<file path="src/rtl/de_pkg.sv">
// Shared definitions for the drawing-engine memory responder:
// bus widths, FSM state encoding and byte-lane enable conversion.
package de_pkg;

    localparam int DE_ADDR_W = 18;
    localparam int DE_DATA_W = 32;
    localparam int DE_LANES  = 4;

    typedef enum logic [2:0] {
        ST_IDLE,
        ST_DE_RD,
        ST_VID_RD,
        ST_DE_DONE,
        ST_VID_DONE
    } de_state_t;

    // Initiator lane enables are active-low; the RAM wants active-high.
    function automatic logic [DE_LANES-1:0] nbyte_to_we(input logic [DE_LANES-1:0] nbyte);
        return ~nbyte;
    endfunction

endpackage

</file>
<file path="src/rtl/de_arbiter.sv">
// Video-first arbiter with a bounded-wait counter so a drawing-engine
// request cannot be starved by a continuous video stream.
module de_arbiter #(
    parameter int DE_MAX_WAIT = 8
) (
    input  logic clk,
    input  logic reset,
    input  logic idle,
    input  logic de_req,
    input  logic vid_req,
    output logic grant_de,
    output logic grant_vid
);

    localparam logic [7:0] MAX_WAIT = 8'(DE_MAX_WAIT);

    logic [7:0] wait_cnt;
    logic       de_forced;

    always_comb begin
        de_forced = (wait_cnt == MAX_WAIT);
        grant_de  = idle && de_req && (!vid_req || de_forced);
        grant_vid = idle && vid_req && !grant_de;
    end

    // Counts every cycle a DE request goes unserved, whatever the FSM state.
    always_ff @(posedge clk) begin
        if (reset) begin
            wait_cnt <= 8'd0;
        end else if (!de_req || grant_de) begin
            wait_cnt <= 8'd0;
        end else if (wait_cnt != MAX_WAIT) begin
            wait_cnt <= wait_cnt + 8'd1;
        end
    end

endmodule

</file>
<file path="src/rtl/de_mem_responder.sv">
// Responder for the de_req/de_ack memory interface: arbitrates drawing-engine
// and video requests onto a single-port frame-store RAM with byte enables.
module de_mem_responder
    import de_pkg::*;
#(
    parameter int DE_MAX_WAIT = 8
) (
    input  logic                 clk,
    input  logic                 reset,
    input  logic                 de_req,
    output logic                 de_ack,
    input  logic [DE_ADDR_W-1:0] de_addr,
    input  logic [DE_LANES-1:0]  de_nbyte,
    input  logic                 de_rnw,
    input  logic [DE_DATA_W-1:0] de_w_data,
    output logic [DE_DATA_W-1:0] de_r_data,
    input  logic                 vid_req,
    input  logic [DE_ADDR_W-1:0] vid_addr,
    output logic                 vid_ack,
    output logic [DE_DATA_W-1:0] vid_data,
    output logic                 ram_en,
    output logic [DE_LANES-1:0]  ram_we,
    output logic [DE_ADDR_W-1:0] ram_addr,
    output logic [DE_DATA_W-1:0] ram_wdata,
    input  logic [DE_DATA_W-1:0] ram_rdata
);

    de_state_t state;
    de_state_t state_next;
    logic      idle;
    logic      grant_de;
    logic      grant_vid;

    // Gating with reset keeps the RAM quiet during the reset cycle itself.
    assign idle = (state == ST_IDLE) && !reset;

    de_arbiter #(
        .DE_MAX_WAIT(DE_MAX_WAIT)
    ) u_arbiter (
        .clk      (clk),
        .reset    (reset),
        .idle     (idle),
        .de_req   (de_req),
        .vid_req  (vid_req),
        .grant_de (grant_de),
        .grant_vid(grant_vid)
    );

    always_ff @(posedge clk) begin
        if (reset) begin
            state <= ST_IDLE;
        end else begin
            state <= state_next;
        end
    end

    always_comb begin
        state_next = state;
        case (state)
            ST_IDLE: begin
                if (grant_vid) begin
                    state_next = ST_VID_RD;
                end else if (grant_de) begin
                    state_next = de_rnw ? ST_DE_RD : ST_DE_DONE;
                end
            end
            ST_DE_RD:    state_next = ST_DE_DONE;
            ST_VID_RD:   state_next = ST_VID_DONE;
            ST_DE_DONE:  state_next = ST_IDLE;
            ST_VID_DONE: state_next = ST_IDLE;
            default:     state_next = ST_IDLE;
        endcase
    end

    always_comb begin
        de_ack    = (state == ST_DE_DONE);
        vid_ack   = (state == ST_VID_DONE);
        ram_en    = grant_de || grant_vid;
        ram_we    = '0;
        ram_addr  = grant_vid ? vid_addr : de_addr;
        ram_wdata = de_w_data;
        if (grant_de && !de_rnw) begin
            ram_we = nbyte_to_we(de_nbyte);
        end
    end

    // Read data arrives the cycle after the access and is held until replaced.
    always_ff @(posedge clk) begin
        if (reset) begin
            de_r_data <= '0;
            vid_data  <= '0;
        end else begin
            if (state == ST_DE_RD) begin
                de_r_data <= ram_rdata;
            end
            if (state == ST_VID_RD) begin
                vid_data <= ram_rdata;
            end
        end
    end

endmodule

</file>
<file path="config.mk">
export PLATFORM = sky130hd
export DESIGN_NAME = de_mem_responder
export DESIGN_NICKNAME = d
export VERILOG_FILES = /design/src/rtl/de_pkg.sv /design/src/rtl/de_arbiter.sv /design/src/rtl/de_mem_responder.sv
export SDC_FILE = /design/constraint.sdc
export NUM_CORES = 1
export LEC_CHECK = 0
export ABC_AREA = 1
export ABC_CLOCK_PERIOD_IN_PS = 4100
export BUFFER_PORTS_ARGS = -buffer_cell sky130_fd_sc_hd__buf_2
export CAP_MARGIN = 20
export CORE_MARGIN = 2
export CORE_UTILIZATION = 25
export DETAILED_ROUTE_END_ITERATION = 8
export PLACE_DENSITY_LB_ADDON = 0.1
export SLEW_MARGIN = 10
export SYNTH_ARGS = -nofsm -noshare
export SYNTH_HDL_FRONTEND = slang
export SYNTH_SLANG_ARGS = --single-unit
</file>
<file path="constraint.sdc">
create_clock -name clk -period 4.1 [get_ports clk]
set_input_delay 0.615 -clock clk [delete_from_list [all_inputs] [get_ports clk]]
set_output_delay 0.615 -clock clk [all_outputs]
set_load 0.03 [all_outputs]
</file>
Word-level counts from Yosys, hierarchy flattened
Cells that the tools add are included.
{"block": "totals", "wordCells": 35, "in_bits": 109, "output_inout_bits": 121, "regBits": 75}
{"block": "classes", "bitwise_logic": 1, "eq_ne": 7, "addsub": 1, "reduce_logical": 16, "muxes": 6}
{"operator": "two-way mux 18 bit", "count": 1}
{"operator": "case mux 3 bit (3 select lines)", "count": 1}
{"operator": "adder 8 x 1 -> 8 bit, second input constant", "count": 1}
{"operator": "equality test 8 x 4 -> 1 bit, second input constant", "count": 1}
{"operator": "!= test 8 x 4 -> 1 bit, second input constant", "count": 1}
{"operator": "equality test 3 x 2 -> 1 bit, second input constant", "count": 2}
{"operator": "logical AND 1 bit", "count": 6}
{"operator": "two-way mux 3 bit", "count": 2}
{"operator": "zero test 1 bit", "count": 5}
{"operator": "two-way mux 4 bit", "count": 1}
{"operator": "NOT 4 bit", "count": 1}
{"operator": "equality test 3 x 1 -> 1 bit, second input constant", "count": 1}
{"operator": "equality test 3 bit, second input constant", "count": 1}
{"operator": "zero test 3 bit", "count": 1}
{"operator": "logical OR 1 bit", "count": 3}
{"operator": "!= test 3 bit, second input constant", "count": 1}
{"operator": "two-way mux 2 bit", "count": 1}
{"operator": "OR reduction 2 bit", "count": 1}

Logic depth before layout (Yosys ltp)
{"block": "depth", "depth_word": 8, "ltp_mapped": 9, "mapped_depth_nobuf": 8}

By module
A second synthesis with hierarchy kept.
{"block": "hier_totals", "hier_cells": 584, "area_unflattened_um2": 4063.9}
{"mod": "de_mem_responder", "area_per_inst_um2": 3535.9, "instances": 1, "cells_per_inst": 511}
{"mod": "de_arbiter", "area_per_inst_um2": 528.0, "instances": 1, "cells_per_inst": 73}

Worst setup path before layout
OpenSTA, ideal clock, no wires.
{"block": "synth_timing", "kind": "input to output", "startpoint": "input reset", "endpoint": "output ram_we[0]", "arrival_ns": 1.845, "required_ns": 3.485, "stages": 6, "slack_ns": 1.640, "path_cell_list": "inv_1 > nand3_1 > nor2_1 > nand2_2 > buf_2 > nor3_1"}
{"block": "synth_via", "elab_chain_cells": 6}
{"element": "start: declaration", "line": "de_mem_responder.sv:9", "text": "input logic reset,"}
{"element": "zero test 1 bit", "line": "de_mem_responder.sv:35", "text": "assign idle = (state == ST_IDLE) && !reset;"}
{"element": "logical AND 1 bit", "line": "de_mem_responder.sv:35"}
{"element": "logical AND 1 bit (2 in a row)", "line": "de_arbiter.sv:22", "text": "grant_de = idle && de_req && (!vid_req || de_forced);"}
{"element": "logical AND 1 bit", "line": "de_mem_responder.sv:82", "text": "if (grant_de && !de_rnw) begin"}
{"element": "two-way mux 4 bit", "line": "de_mem_responder.sv:82"}
{"element": "end: declaration", "line": "de_mem_responder.sv:22", "text": "output logic [DE_LANES-1:0] ram_we,"}
Every way passes these cells.

Worst setup path after layout
{"block": "layout_timing", "startpoint": "input reset", "endpoint": "output ram_addr[0]"}
{"block": "layout_via", "elab_chain_cells": 7}
{"element": "zero test 1 bit (*)", "line": "de_mem_responder.sv:35"}
{"element": "logical AND 1 bit (*)", "line": "de_mem_responder.sv:35"}
{"element": "logical AND 1 bit (2 in a row)", "line": "de_arbiter.sv:22"}
{"element": "zero test 1 bit", "line": "de_arbiter.sv:23", "text": "grant_vid = idle && vid_req && !grant_de;"}
{"element": "logical AND 1 bit (*)", "line": "de_arbiter.sv:23"}
{"element": "two-way mux 18 bit (*)", "line": "de_mem_responder.sv:80", "text": "ram_addr = grant_vid ? vid_addr : de_addr;"}
{"element": "end: declaration", "line": "de_mem_responder.sv:23", "text": "output logic [DE_ADDR_W-1:0] ram_addr,"}
Mark *: on every way between the ends. The rest lies on a longest branch, timed or not.

==> run_results.csv <==
group,metric,value,unit
clocking,cts.clk_slew.worst_paths,60,ps
finish,drive_gt1_share,32.82,%
route,finalWirelength,9571,um
route,wl_met1,4407,um
min_path,holdPathStages,2,
worst_setup_path,r2r_start,"state[1]",
timing,rsz0062_at_grt,"no",
pwr,vdd_drop_max,0.0002290,V
clocking,post_cts_buffers,0,
route,ant_nets,0,
pwr,seqPwrFrac,30.9,%
timing,relSlewSlack,58.20,%
worst_setup_path,critical_path_class,"input port to output pin",
worst_setup_path,critPathSlowestCell,"buf_4",
worst_setup_path,crit_path_end_kind,"output pin",
status,outcome,"finished clean",
finish,finalNetCount,691,
floorplanning,io_pins,230,
pwr,switching_share,43.66,%
min_path,hp-start,"reset",
grt,grt_pass1_wl,15070,um
grt,antenna_found_initial,0,
timing,worst_slack,1221,ps
worst_setup_path,ff2ff_path_depth,4,
timing,fin_crit_sh,70.23,%
route,wl_per_cell,12.64,um
timing,period_needed,2879,ps
timing,tightest_slew,627.1,ps
pwr,p_per_area,821.8,nW/um2
floorplanning,core.rowCount,41,
min_path,hold_class,"input port to register",
pwr,p_switching,1.555,mW
yosys,synth_top_area_share,45.80,%
yosys,synth_seq_cells,75,
floorplanning,die_x,118.5,um
clocking,cts_resized,0,
grt,grt_max_degree,40,
clocking,cts.sinks,75,
worst_setup_path,required,3480,ps
route,wl_met2,4430,um
pwr,internal-power,2.006,mW
timing,setup_viol,0,
pwr,p_leak,2.143,nW
yosys,synthesis.instances,455,
clocking,htree_levels,3,
worst_setup_path,cp_cell_sequence,"buf_2 > inv_1 > buf_4 > nand3_1 > nor2_1 > nand2_2 > nand2_4 > nand2_1 > nand2_1 > buf_2",
route,first_pass_iters,6,
timing,hold_violations,0,
timing,hold_ws,470.7,ps
yosys,synth_top_area_cell,"dfxtp_1",
yosys,yosysUniqueCellTypes,24,
pwr,clkPwrFrac,25.5,%
worst_setup_path,start_kind,"input port",
grt,first_global_vias,2964,
route,vias_per_cell,4.242,
placement,portBuffers,165,
worst_setup_path,cp_num_buf_inv,4,
finish,diodes,0,
clocking,cts_buffers,9,
route,vias,3211,
placement,pre_cts_slack,1192,ps
pwr,p_comb_share,43.6,%
yosys,syn_area,3278,um2
clocking,cts_root_buffer,"clkbuf_16",
worst_setup_path,cp_top_family,"simple AND/OR/NAND/NOR gates",
clocking,cts_hold_buf,0,
timing,fin_setup_tns,0,ps
worst_setup_path,cp.depth,10,
grt,grt_usage,13.42,%
yosys,ys_seq_area_share,45.80,%
timing,slew_violations,0,
floorplanning,die_area,14040,um2
placement,place.gp.congestion,0.7450,
timing,finClkSkew,6.002,ps
clocking,clk_path_buf_depth,2,
run,drv_cap,0,
grt,gr-total-overflow,0,
finish,syn2layout_area_growth,32.18,%
worst_setup_path,worst_ep_arrival_time,2260,ps
floorplanning,coreArea,12720,um2
placement,dp.final_hpwl,6987,um
yosys,synthTopCellsByArea,"dfxtp_1 46%, nor2_1 16%, o21ai_0 9.9%",
yosys,syn_avg_cell_area,7.205,um2
timing,fmax,347.3,MHz
clocking,cts_tree,"yes",
floorplanning,die_h,118.5,um
route,top_layer,"met4",
route,wl_met3,618,um
route,drt-initial-drc-count,150,
worst_setup_path,cp-startpoint,"reset",
worst_setup_path,slowest_delay,300,ps
yosys,yosysWarnings,0,
pwr,p_total,3.561,mW
clocking,insertion_delay,330,ps
route,drc_errors,0,
floorplanning,start_util,25.77,%
yosys,syn_nets,566,
worst_setup_path,cp_max_fo,39,
kinds of logic after synthesis:
group | after synthesis | share of synthesized area, %
buffers and inverters | 72 | 12.98
AOI/OAI and AO/OA | 68 | 10.38
adders and majority gates | 2 | 0.7632
xor gates and xnor gates | 5 | 1.336
and+or+nand+nor | 233 | 28.74
DFF | 75 | 45.80
worst register-to-register path: stages, from the launching register on:
cell and delay (ps):
dfxtp_1 430, nand3_1 470, inv_2 660, nor2_1 130
nor2_1 110
power by group through the flow:
stage	combinational [mW]	clock (mW)	sequential, mW
after CTS	1.58	0.929	1.10
after global routing	1.71	0.967	1.13
after floorplan	0.724	0	1.56
final	1.55	0.908	1.10
after global placement	1.58	0	1.11
after detailed placement	1.58	0	1.12
cell usage in the layout (no fill, tap or decap), types with 2 or more instances in the layout:
cell	synthesis	final
bufinv_16	0	3
nand3_1	27	27
buf_2	9	165
a21oi_1	2	2
inv_2	3	3
nor2_1	144	144
dfxtp_1	75	75
nand4_1	2	2
o21ai_0	65	65
clkbuf_16	0	9
nor3_1	8	8
nand2_1	47	47
inv_1	13	13
buf_4	32	5
xor2_1	4	4
ha_1	2	2
synth_stat cells:
cell type,number
nor2_1,144
dfxtp_1,75
o21ai_0,65
nand2_1,47
buf_4,32
nand3_1,27
inv_1,13
clkbuf_1,11
buf_2,9
nor3_1,8
xor2_1,4
buf_6,3
inv_2,3
a21oi_1,2
ha_1,2
nand4_1,2
clkbuf_2,1
nand2_2,1
nand2_4,1
nand3b_1,1
nor2_2,1
o21ai_1,1
or2_2,1
xnor2_1,1
cell type report:
cell class,count,area [um2]
clock buffer,10,229.0
multi-input combinational,308,1351
tap,172,215.2
clock inverter,6,112.6
timing repair buffer,170,863.3
fill,1440,8389
sequential,75,1501
inverter,16,60.06
stage by stage:
step | utilization (%) | cell area [um2] | instances
finish | 34.06 | 4333 | 757
global placement | 31.37 | 3991 | 741
floorplan | - | 3278 | 455
detailed placement | 31.37 | 3991 | 741
global route | 34.06 | 4333 | 757
CTS | 34.06 | 4333 | 757
registers in the layout, summed over array words and instances (netlist names):
name	cells
state	3
vid_data	32
u_arbiter.wait_cnt	8
de_r_data	32
layer usage:
layer	track usage, %	up-vias
li1	-	1662
met1	17.03	1411
met2	22.04	122
met3	4.151	16
met4	3.571	0
met5	0	-
worst paths after layout:
path	end	slack [ps]
worst max register to register	vid_data[30]	2240
worst max-delay path	ram_addr[0]	1220
worst min-delay path	state[2]	470
worst min register to register	de_r_data[18]	480
(Power assumes the default switching activity.)
